`src/rtl/lcd_ctrl.sv`:
```
// lcd_ctrl: HD44780 write engine; turns toggle-handshaked LSU lcd words into timed EN strobes.
module lcd_ctrl #(
    parameter int SETUP_CYC = 2,
    parameter int PULSE_CYC = 12,
    parameter int HOLD_CYC  = 1,
    parameter int EXEC_CYC  = 2000,
    parameter int CLEAR_CYC = 82000
) (
    input  logic        clk,
    input  logic        rst,
    input  logic [31:0] lcd_word,
    output logic        busy,
    output logic [7:0]  lcd_data,
    output logic        lcd_rs,
    output logic        lcd_rw,
    output logic        lcd_en,
    output logic        lcd_on,
    output logic        lcd_blon
);
    localparam int M0 = SETUP_CYC > PULSE_CYC ? SETUP_CYC : PULSE_CYC;
    localparam int M1 = M0 > HOLD_CYC ? M0 : HOLD_CYC;
    localparam int M2 = M1 > EXEC_CYC ? M1 : EXEC_CYC;
    localparam int MAXC = M2 > CLEAR_CYC ? M2 : CLEAR_CYC;
    localparam int CW = $clog2(MAXC) + 1;
    typedef enum logic [2:0] {IDLE, SETUP, PULSE, HOLD, WAIT} state_t;
    state_t state;
    logic last_tog;
    logic [CW-1:0] cnt;
    logic pending;
    logic clr;
    logic unused;
    assign pending = lcd_word[12] != last_tog;
    assign busy = (state != IDLE) | pending;
    assign lcd_rw = 1'b0;
    // clear/home (0x01..0x03 to the instruction register) needs the long wait
    assign clr = !lcd_rs && lcd_data[7:2] == 6'd0 && lcd_data[1:0] != 2'd0;
    assign unused = ^{lcd_word[29:13], lcd_word[11:9]};
    always_ff @(posedge clk or negedge rst) begin
        if (!rst) begin
            state    <= IDLE;
            last_tog <= 1'b0;
            cnt      <= '0;
            lcd_data <= 8'd0;
            lcd_rs   <= 1'b0;
            lcd_en   <= 1'b0;
            lcd_on   <= 1'b0;
            lcd_blon <= 1'b0;
        end else begin
            lcd_on   <= lcd_word[31];
            lcd_blon <= lcd_word[30];
            case (state)
                IDLE: if (pending) begin
                    state    <= SETUP;
                    lcd_data <= lcd_word[7:0];
                    lcd_rs   <= lcd_word[8];
                    last_tog <= lcd_word[12];
                    cnt      <= CW'(SETUP_CYC - 1);
                end
                SETUP: if (cnt == '0) begin
                    state  <= PULSE;
                    lcd_en <= 1'b1;
                    cnt    <= CW'(PULSE_CYC - 1);
                end else cnt <= cnt - 1'b1;
                PULSE: if (cnt == '0) begin
                    state  <= HOLD;
                    lcd_en <= 1'b0;
                    cnt    <= CW'(HOLD_CYC - 1);
                end else cnt <= cnt - 1'b1;
                HOLD: if (cnt == '0) begin
                    state <= WAIT;
                    cnt   <= clr ? CW'(CLEAR_CYC - 1) : CW'(EXEC_CYC - 1);
                end else cnt <= cnt - 1'b1;
                WAIT: if (cnt == '0) state <= IDLE;
                      else cnt <= cnt - 1'b1;
                default: state <= IDLE;
            endcase
        end
    end
endmodule

```
`config.mk`:
```
export PLATFORM = sky130hd
export DESIGN_NAME = lcd_ctrl
export DESIGN_NICKNAME = d
export VERILOG_FILES = /design/src/rtl/lcd_ctrl.sv
export SDC_FILE = /design/constraint.sdc
export NUM_CORES = 1
export LEC_CHECK = 0
export CORE_MARGIN = 2
export CORE_UTILIZATION = 53
export DETAILED_ROUTE_END_ITERATION = 7
export PLACE_DENSITY = 0.84
export SLEW_MARGIN = 30
export SYNTH_ARGS = -nofsm -noshare
export SYNTH_HDL_FRONTEND = slang
export SYNTH_SLANG_ARGS = --single-unit
```
`constraint.sdc`:
```
create_clock -name clk -period 4.6 [get_ports clk]
set_input_delay 0.92 -clock clk [delete_from_list [all_inputs] [get_ports clk]]
set_output_delay 0.92 -clock clk [all_outputs]
set_load 0.03 [all_outputs]
```
# ---- Yosys cells after proc, flatten, opt, wreduce, memory -nomap -nowiden
# Index checks and enable logic that the tools add are counted.
dict set report word_totals {
  inputBits 34
  output_inout_bits 14
  word_cells 51
  register_bits 34
}
dict set report op_classes {
  add_sub_neg 1
  n_eq_ne 11
  n_mux 16
  n_reduce_logical 14
  n_bitwise 1
}
# op count
set op_table {}
lappend op_table {{two-way mux 18 bit} 5}
lappend op_table {{case mux 18 bit (5 select lines)} 1}
lappend op_table {{zero test 18 bit} 1}
lappend op_table {{subtractor 18 x 1 -> 18 bit (second input constant)} 1}
lappend op_table {{two-way mux 17 bit} 1}
lappend op_table {{two-way mux 3 bit} 5}
lappend op_table {{case mux 3 bit (5 select lines)} 1}
lappend op_table {{inequality test 2 bit (second input constant)} 6}
lappend op_table {{equality test 3 x 2 -> 1 bit (second input constant)} 2}
lappend op_table {{zero test 6 bit} 1}
lappend op_table {{AND reduction 3 bit} 2}
lappend op_table {{AND reduction 5 bit} 1}
lappend op_table {{nonzero test 5 bit} 1}
lappend op_table {{nonzero test 2 bit} 2}
lappend op_table {{equality test 3 x 1 -> 1 bit (second input constant)} 1}
lappend op_table {{equality test 3 bit (second input constant)} 1}
lappend op_table {{zero test 3 bit} 1}
lappend op_table {{nonzero test 3 bit} 1}
lappend op_table {{logical AND 1 bit} 2}
lappend op_table {{two-way mux 1 bit} 2}
lappend op_table {{case mux 1 bit (2 select lines)} 1}
lappend op_table {{AND reduction 2 bit} 1}
lappend op_table {{zero test 1 bit} 1}
lappend op_table {{inequality test 1 bit} 1}
lappend op_table {{OR 1 bit} 1}

# ---- Depth between registers and ports, before layout
# Gate-level depths: netlist (run 1).
dict set report logic_depth {
  depth_word 6
  depth_mapped 9
  mapped_depth_nobuf 8
}

# ---- Worst setup path before layout (run 1)
# Ideal clock, no wire load.
dict set report synth_path {
  path_kind {input port to output port}
  start {in lcd_word[12]}
  end {out busy}
  path_stages 3
  t_arrival_ns 1.593
  n_path_buf 0
  setup_slack_ns 2.087
  required_ns 3.680
  path_cell_list {xor2_1 -> nor3_2 -> inv_1}
}
dict set report synth_between {
  elab_chain_cells 2
}
# element line_no
set synth_rtl {}
lappend synth_rtl {{start, declared} 11} ;# input logic [31:0] lcd_word,
lappend synth_rtl {{inequality test 1 bit} 32} ;# assign pending = lcd_word[12] != last_tog;
lappend synth_rtl {{OR 1 bit} 33} ;# assign busy = (state != IDLE) | pending;
lappend synth_rtl {{end, declared} 12} ;# output logic busy,
# Every way passes these cells.

# ---- Worst setup path after layout (run 1)
# Same ends and word-level chain as after synthesis.

==> flow_summary.toml, run 1 <==
[logic_synthesis]
ys_top_cells_by_count = "dfrtp_1 (34), nor2_1 (18), nand2_1 (14)"
yosys_warnings = 0
synthMuxAreaShare_pct = 6.69
synth-seq-area-share_pct = 42.1
synth_top_flop_cell = "dfrtp_1"
synth_xor_area_share_pct = 4.33
synth_top_family_by_area = "simple AND/OR/NAND/NOR gates"
synth_compound_area_share_pct = 18.3
synth_edf_count = 0
synthSimpleGateAreaFrac_pct = 23.3
synthAdderAreaFrac_pct = 1.24
synth_cells = 212
synth.most_common_cell = "dfrtp_1"
async_flop_share_pct = 100
yosysTopAreaCell = "dfrtp_1"
ys_ff_latch = 34
yosysTopAreaCellShare_pct = 42.1
synth_area_leaders = "dfrtp_1 (42%), mux2_2 (5.6%), xnor2_1 (3.5%)"
syn_area_per_cell_um2 = 9.53
synth.cell_area_um2 = 2020
synthesis.nets = 248
ys_types = 56

[timing]
min_period_ns = 3.70
whs_ns = 0.533
fin_crit_sh_pct = 80.5
max_freq_mhz = 270
tightest_slew_ns = 0.721
finalHoldViolations = 0
rsz0062_at_grt = "false"
skew_ns = 0.00767
slew-limit-headroom_pct = 51.9
slew_violations = 0
finalSetupViolCount = 0
tns_ns = 0

[critical_path]
arrival_ns = 2.78
required_ns = 3.68
critPathSlowestCell = "clkdlybuf4s50_1"
crit_top_cell = "clkdlybuf4s50_1"
crit-reg2reg-launch = "cnt[0]$_DFFE_PN0P_"
startpoint = "lcd_word[12]"
crit_family = "buffers and inverters"
cp-start-kind = "input port"
worstPathCellList = "clkdlybuf4s50_1 > xor2_1 > nor3_2 > inv_1 > clkdlybuf4s50_1"
crit_type = "in -> out"
end_kind = "output pin"
path_buf_inv = 3
max_stage_delay_ns = 0.64
crit_fanout = 6

[global_routing]
grt_pass1_wl_um = 7820
overflow = 0
grt_pass1_vias = 1698
grt_antenna_before_repair = 0
grt_max_degree = 35
globalRouteTotalUtil_pct = 23.6

[clock_network]
insertion_delay_ns = 0.28
holdBufCountCts = 0
cts.clk_slew.worst_paths_ns = 0.07
cts_resized = 0
cts_sinks = 34
root_buffer = "clkbuf_8"
cts_buffers = 5
cts_setup_buffers = 0
clockBufferDepth = 2
cts_tree = "yes"
htree_levels = 2

[pwr]
p_sw_uw = 443
p_per_area_nw_per_um2 = 508
p_comb_share_pct = 34.6
switching_share_pct = 36.1
power_frac_seq_pct = 42.6
p_leak_nw = 1.00
ir_drop_mv = 0.277
p_int_uw = 783
clkPwrFrac_pct = 22.9

[drt]
viasPerCell = 6.13
first_pass_iters = 4
wirelength_um = 4650
wl_per_cell_um = 16.4
vias = 1740
drc = 0
first_iter_violations = 105
final_antenna_net_count = 0

[die]
start_util_pct = 55.2
die_h_um = 65.7
core_um2 = 3660
num_rows = 22
ios = 48
die_area_um2 = 4320
die_width_um = 65.7

[job]
drv_cap = 0

[run_status]
status = "completed"

[hold_path]
hp-start = "last_tog$_DFFE_PN0P_"
min_path_type = "reg -> reg"

[layout]
syn2layout_area_growth_pct = 19.4
fin_area_um2 = 2410
final_cells = 284
drive_gt1_share_pct = 13.1
layout.nets = 272
antenna_cells = 0

[place]
post_dp_cell_area_um2 = 2300
dpl.cell_count = 277
dpl.hpwl_um = 3360
gp_congestion = 0.947
io_buffers = 26
-- cell families (layout without fill, tap and decap cells) --
group	after synthesis	in the layout
multiplexers	11	11
buffers and inverters	18	42
other	1	1
flip-flops	34	34
AND/OR/NAND/NOR	84	84
XOR/XNOR	10	10
AO/OA/AOI/OAI	52	52
adder cells (fa/ha/maj)	2	2
-- sequential cells by signal, indices dropped and copies added, names as in the netlist --
| register | count |
|---|---|
| lcd_rs | 1 |
| lcd_on | 1 |
| lcd_blon | 1 |
| lcd_data | 8 |
| state | 3 |
| lcd_en | 1 |
| cnt | 18 |
| last_tog | 1 |
-- worst paths after layout --
kind / to / slack (ns) / cells after the start
min: last_tog$_DFFE_PN0P_ / 0.53 / 1
max reg2reg: cnt[8]$_DFFE_PN0P_ / 2.19 / 8
max: busy / 0.90 / 5
min in group asynchronous: cnt[7]$_DFFE_PN0P_ / 1.05 / 2
min reg2reg: last_tog$_DFFE_PN0P_ / 0.53 / 1
max in group asynchronous: cnt[14]$_DFFE_PN0P_ / 3.24 / 2
-- placed cells by master (no fill, tap or decap), drive strengths merged, types with 5 or more instances in the layout --
cell / synthesis / routed
dfrtp: 34 / 34
clkdlybuf4s50: 0 / 26
nor2: 18 / 18
nand2: 15 / 15
o21ai: 15 / 15
nand3: 12 / 12
nor3: 12 / 12
mux2: 10 / 10
a21oi: 9 / 9
inv: 8 / 8
xnor2: 8 / 8
clkbuf: 5 / 6
nor4: 5 / 5
-- layout make-up --
type | count | area (um2)
well taps | 48 | 60.1
multi-input cells | 160 | 1090
clock inverters | 1 | 30.0
fillers | 294 | 1250
inverters | 8 | 30.0
repair buffers | 27 | 268
flip-flops and latches | 34 | 851
clock buffers | 6 | 82.6
-- per-stage QoR --
| step | power, mW | utilization [%] | worst slack, ns |
|---|---|---|---|
| final | 1.23 | 65.9 | 0.895 |
| after global routing | 1.31 | 65.9 | 0.831 |
| after CTS | 1.23 | 65.9 | 0.924 |
| after detailed placement | 0.948 | 62.9 | 0.914 |
| after global placement | 0.932 | 62.9 | 0.927 |
| after floorplan | 0.829 | - | 2.09 |
-- power by group through the flow --
stage / Clock [mW] / Sequential, mW / Combinational, mW
6_report: 0.280 / 0.522 / 0.424
5_1_grt: 0.301 / 0.537 / 0.469
4_1_cts: 0.284 / 0.521 / 0.425
3_5_place_dp: 0 / 0.527 / 0.422
3_3_place_gp: 0 / 0.521 / 0.411
2_1_floorplan: 0 / 0.510 / 0.319
-- layer usage --
metal,GRT usage [%],part of all wire (%)
met5,0,0
met3,8.05,9.0
met2,37.4,48
met1,30.9,41
met4,5.99,1.7
Power figures use the tool's default switching activity.
==> run 2, diff against run 1 <==
- CORE_UTILIZATION: 53 -> 50
- PLACE_DENSITY: 0.84 -> 0.8
- clock period: 4.6 -> 3.9 ns (I/O delays scaled with it)
==> run 2 against run 1 <==
Compared with the run above:
- clock skew decreased by 0.0026 ns
- final cell count increased by 1.4%
- hold slack better by 0.0073 ns
- sequential cell count did not move
- die area up 5.6%
==> flow_summary.toml, run 2 (same netlist as run 1, synthesis figures left out) <==
[timing]
max_freq_mhz = 314
finalHoldViolations = 0
rsz0062_at_grt = "false"
slew-limit-headroom_pct = 55.6
tightest_slew_ns = 0.665
fin_ws_ns = 0.712
fin_crit_sh_pct = 81.8
min_period_ns = 3.19
finalSetupViolCount = 0
tns_ns = 0
slew_violations = 0
skew_ns = 0.00502
whs_ns = 0.540

[place]
place_ws_ns = 0.704
dpl.hpwl_um = 3260
io_buffers = 26
gp_congestion = 0.968
dpl.cell_count = 280
post_dp_cell_area_um2 = 2310

[layout]
top_register = "cnt"
layout_common_cells = "dfrtp_1 (34), clkdlybuf4s50_1 (26), nor2_1 (18)"
reg_top3 = "cnt: 18 flops, lcd_data: 8 flops, state: 3 flops"
largest_reg_flops = 18
final_cells = 288
fin_util_pct = 60.9
fin_area_um2 = 2400
drive_gt1_share_pct = 13.4
nFillCells = 326
multi_input_area_um2 = 1090
layout.nets = 273
syn2layout_area_growth_pct = 18.9
antenna_cells = 0
seqCellArea_um2 = 851
layout.cells.most_common = "dfrtp_1"

[hold_path]
min_path_type = "reg -> reg"

[die]
die_area_um2 = 4570
die_width_um = 67.6
die_h_um = 67.6
ios = 48
num_rows = 23
start_util_pct = 51.3
core_um2 = 3940

[global_routing]
grt_antenna_before_repair = 0
globalRouteTotalUtil_pct = 23.3
overflow = 0
grt_pass1_vias = 1698
grt_max_degree = 35
grt_pass1_wl_um = 7860

[clock_network]
cts_sinks = 34
holdBufCountCts = 0
cts_buffers = 5
cts.clk_slew.worst_paths_ns = 0.06
clockBufferDepth = 2
cts_setup_buffers = 0
insertion_delay_ns = 0.29
cts_tree = "yes"
htree_levels = 2
root_buffer = "clkbuf_8"
cts_resized = 0

[drt]
wirelength_um = 4590
wl_per_cell_um = 15.9
viasPerCell = 6.13
vias = 1765
drc = 0
first_iter_violations = 132
first_pass_iters = 5
final_antenna_net_count = 0

[run_status]
status = "completed"

[critical_path]
arrival_ns = 2.41
required_ns = 3.12
cp-start-kind = "input port"
crit_type = "in -> out"
end_kind = "output pin"
crit_fanout = 5

[pwr]
p_per_area_nw_per_um2 = 576
p_total_mw = 1.38
ir_drop_mv = 0.284
p_leak_nw = 1.00

[job]
drv_cap = 0
run 2: cell count changes in the layout (fill, tap and decap cells not counted):
cell,previous run,this run
clkinv_2,0,1
buf_4,1,2
bufinv_16,1,0
clkbuf_1,0,1
run 2: worst paths after layout:
| check | to | start | cells after the start | slack, ns |
|---|---|---|---|---|
| max | busy | lcd_word[12] | 5 | 0.71 |
| min | lcd_data[0]$_DFFE_PN0P_ | lcd_data[0]$_DFFE_PN0P_ | 1 | 0.54 |
| max reg2reg | cnt[0]$_DFFE_PN0P_ | cnt[0]$_DFFE_PN0P_ | 8 | 1.45 |
| min reg2reg | lcd_data[0]$_DFFE_PN0P_ | lcd_data[0]$_DFFE_PN0P_ | 1 | 0.54 |
| max in group asynchronous | state[1]$_DFFE_PN0P_ | rst | 2 | 2.70 |
| min in group asynchronous | cnt[0]$_DFFE_PN0P_ | rst | 2 | 0.88 |
run 2: report_power, final:
part	switching [mW]	leakage (nW)	total [mW]	internal, mW
clock network	0.126	0.0482	0.269	0.142
logic	0.243	0.536	0.497	0.254
registers	0.154	0.417	0.618	0.464
total	0.524	1.00	1.38	0.860
run 2: layer usage:
metal / track usage (%) / vias to the layer above / routed length [um]
met3: 6.33 / 10 / 356
met5: 0 / - / 0
met1: 31.7 / 840 / 2000
li1: - / 830 / -
met2: 35.0 / 85 / 2130
met4: 9.18 / 0 / 94
run 2: layout make-up:
cell class | instances | share of cell area [%]
Clock buffer | 7 | 3.59
Inverter | 8 | 1.25
Timing Repair Buffer | 28 | 11.5
Sequential cell | 34 | 35.4
Tap cell | 50 | 2.60
Multi-Input combinational cell | 160 | 45.5
Clock inverter | 1 | 0.208
run 2: worst max-delay path, stage by stage:
cell	delay, ns
clkdlybuf4s50_1	0.49
xor2_1	0.21
nor3_2	0.08
inv_1	0.16
clkdlybuf4s50_1	0.69
==> run 3, diff against run 2 <==
- CORE_UTILIZATION: 50 -> 45
- PLACE_DENSITY: 0.8 -> 0.76
- clock period: 3.9 -> 2.6 ns (I/O delays scaled with it)
==> run 3 against run 2 <==
Compared with the run above:
- via count grew 0.28%
- critical endpoint is now cnt[8]$_DFFE_PN0P_
- combinational power grew 59%
- power grew 53%
- sequential cell count is the same
- worst setup slack lost 0.52 ns
- wire length grew 1.0%
- hold slack lost 0.033 ns
- non-clock buffer count grew 9
==> flow_summary.toml, run 3 (same netlist as run 1, synthesis figures left out) <==
[run_status]
status = "completed"

[pwr]
p_leak_nw = 1.05
power_frac_seq_pct = 42.9
p_comb_share_pct = 37.4
p_per_area_nw_per_um2 = 854
p_sw_uw = 794
p_int_mw = 1.32
clkPwrFrac_pct = 19.6
ir_drop_mv = 0.409
switching_share_pct = 37.6

[timing]
skew_ns = 0.00292
tns_ns = 0
finalSetupViolCount = 0
min_period_ns = 2.41
finalHoldViolations = 0
fin_crit_sh_pct = 92.6
fin_ws_ns = 0.192
max_freq_mhz = 415
whs_ns = 0.507
slew_violations = 0
rsz0062_at_grt = "false"

[layout]
layout.nets = 282
top_register = "cnt"
layout_common_cells = "dfrtp_1 (34), clkdlybuf4s50_1 (25), nor2_1 (18)"
drive_gt1_share_pct = 17.4
layout.cells.most_common = "dfrtp_1"
antenna_cells = 0
syn2layout_area_growth_pct = 22.4
largest_reg_flops = 18
fin_util_pct = 56.8
reg_top3 = "cnt: 18 flops, lcd_data: 8 flops, state: 3 flops"

[drt]
wl_per_cell_um = 15.5
vias = 1770
drc = 0
first_pass_iters = 4
wirelength_um = 4630
final_antenna_net_count = 0
first_iter_violations = 96
viasPerCell = 5.92

[clock_network]
insertion_delay_ns = 0.29
holdBufCountCts = 0
cts.clk_slew.worst_paths_ns = 0.07
clockBufferDepth = 2
cts_resized = 0
root_buffer = "clkbuf_8"
htree_levels = 2
cts_buffers = 5
cts_tree = "yes"
cts_sinks = 34
cts_setup_buffers = 0

[job]
drv_cap = 0

[place]
gp_congestion = 0.992
dpl.hpwl_um = 3320
io_buffers = 26
place_ws_ns = 0.147

[die]
core_um2 = 4350
die_area_um2 = 5040
die_width_um = 71.0
num_rows = 24
ios = 48
die_h_um = 71.0
start_util_pct = 46.4

[critical_path]
crit_fanout = 15
required_ns = 2.78
r2r_slack_ns = 0.19
ff2ff_path_depth = 8
crit_type = "reg -> reg"
cp-start-kind = "flip-flop"
arrival_ns = 2.59
end_kind = "flip-flop"
r2r-end = "cnt[8]$_DFFE_PN0P_"
crit-reg2reg-launch = "cnt[0]$_DFFE_PN0P_"

[hold_path]
hp-start = "state[1]$_DFFE_PN0P_"
worst_hold_path.endpoint = "lcd_en$_DFFE_PN0P_"
min_delay_path_depth = 1
min_path_type = "reg -> reg"

[global_routing]
overflow = 0
grt_pass1_vias = 1769
grt_pass1_wl_um = 8220
grt_antenna_before_repair = 0
globalRouteTotalUtil_pct = 20.7
grt_max_degree = 35
run 3: cell count changes in the layout (fill, tap and decap cells not counted):
| cell | previous run | this run |
|---|---|---|
| clkbuf_1 | 1 | 0 |
| clkinvlp_4 | 0 | 1 |
| clkdlybuf4s50_1 | 26 | 25 |
| buf_4 | 2 | 12 |
run 3: stage by stage:
step                      total power [mW]  area [um2]  instances
after floorplan                       1.47        2020        212
after global placement                1.68        2380        291
after detailed placement              1.71        2380        291
after CTS                             2.13        2470        299
after global routing                  2.27        2470        299
final                                 2.11        2470        299
run 3: power by group through the flow:
stage | registers [mW] | clock network (mW) | logic [mW]
final | 0.906 | 0.415 | 0.791
after global routing | 0.932 | 0.455 | 0.883
after CTS | 0.906 | 0.423 | 0.799
after detailed placement | 0.915 | 0 | 0.793
after global placement | 0.907 | 0 | 0.771
after floorplan | 0.901 | 0 | 0.565
run 3: how the worst max path moves through the flow:
| stage | cells after the start | start | to | slack [ns] |
|---|---|---|---|---|
| after floorplan | 8 | cnt[0]$_DFFE_PN0P_ | cnt[10]$_DFFE_PN0P_ | 0.53 |
| after global placement | 7 | lcd_word[12] | cnt[12]$_DFFE_PN0P_ | 0.16 |
| after global routing | 8 | cnt[0]$_DFFE_PN0P_ | cnt[13]$_DFFE_PN0P_ | 0.05 |
| after CTS | 8 | cnt[0]$_DFFE_PN0P_ | cnt[8]$_DFFE_PN0P_ | 0.21 |
| after detailed placement | 7 | lcd_word[12] | cnt[15]$_DFFE_PN0P_ | 0.15 |
| final | 8 | cnt[0]$_DFFE_PN0P_ | cnt[8]$_DFFE_PN0P_ | 0.19 |
run 3: critical path: stages, from the launching register on:
cell      delay (ns)
dfrtp_1         0.43
inv_1           0.10
ha_1            0.15
nor3b_1         0.30
and4_2          0.35
nand2_2         0.23
a211oi_2        0.35
nand2_1         0.12
a32o_1          0.26
run 3: final cells by class:
type                            count  area [um2]
Clock buffer                        6        82.6
Timing Repair Buffer               37         340
Fill cell                         388        1880
Multi-Input combinational cell    160        1090
Inverter                            8        30.0
Sequential cell                    34         851
Tap cell                           52        65.1
Clock inverter                      2        12.5
run 3: routing by layer:
layer	vias to the layer above	share of wire [%]	track usage [%]
met5	-	0	0
met4	0	1.6	7.55
met3	10	7.6	4.56
met2	73	48	33.4
met1	844	43	27.4
li1	843	-	-
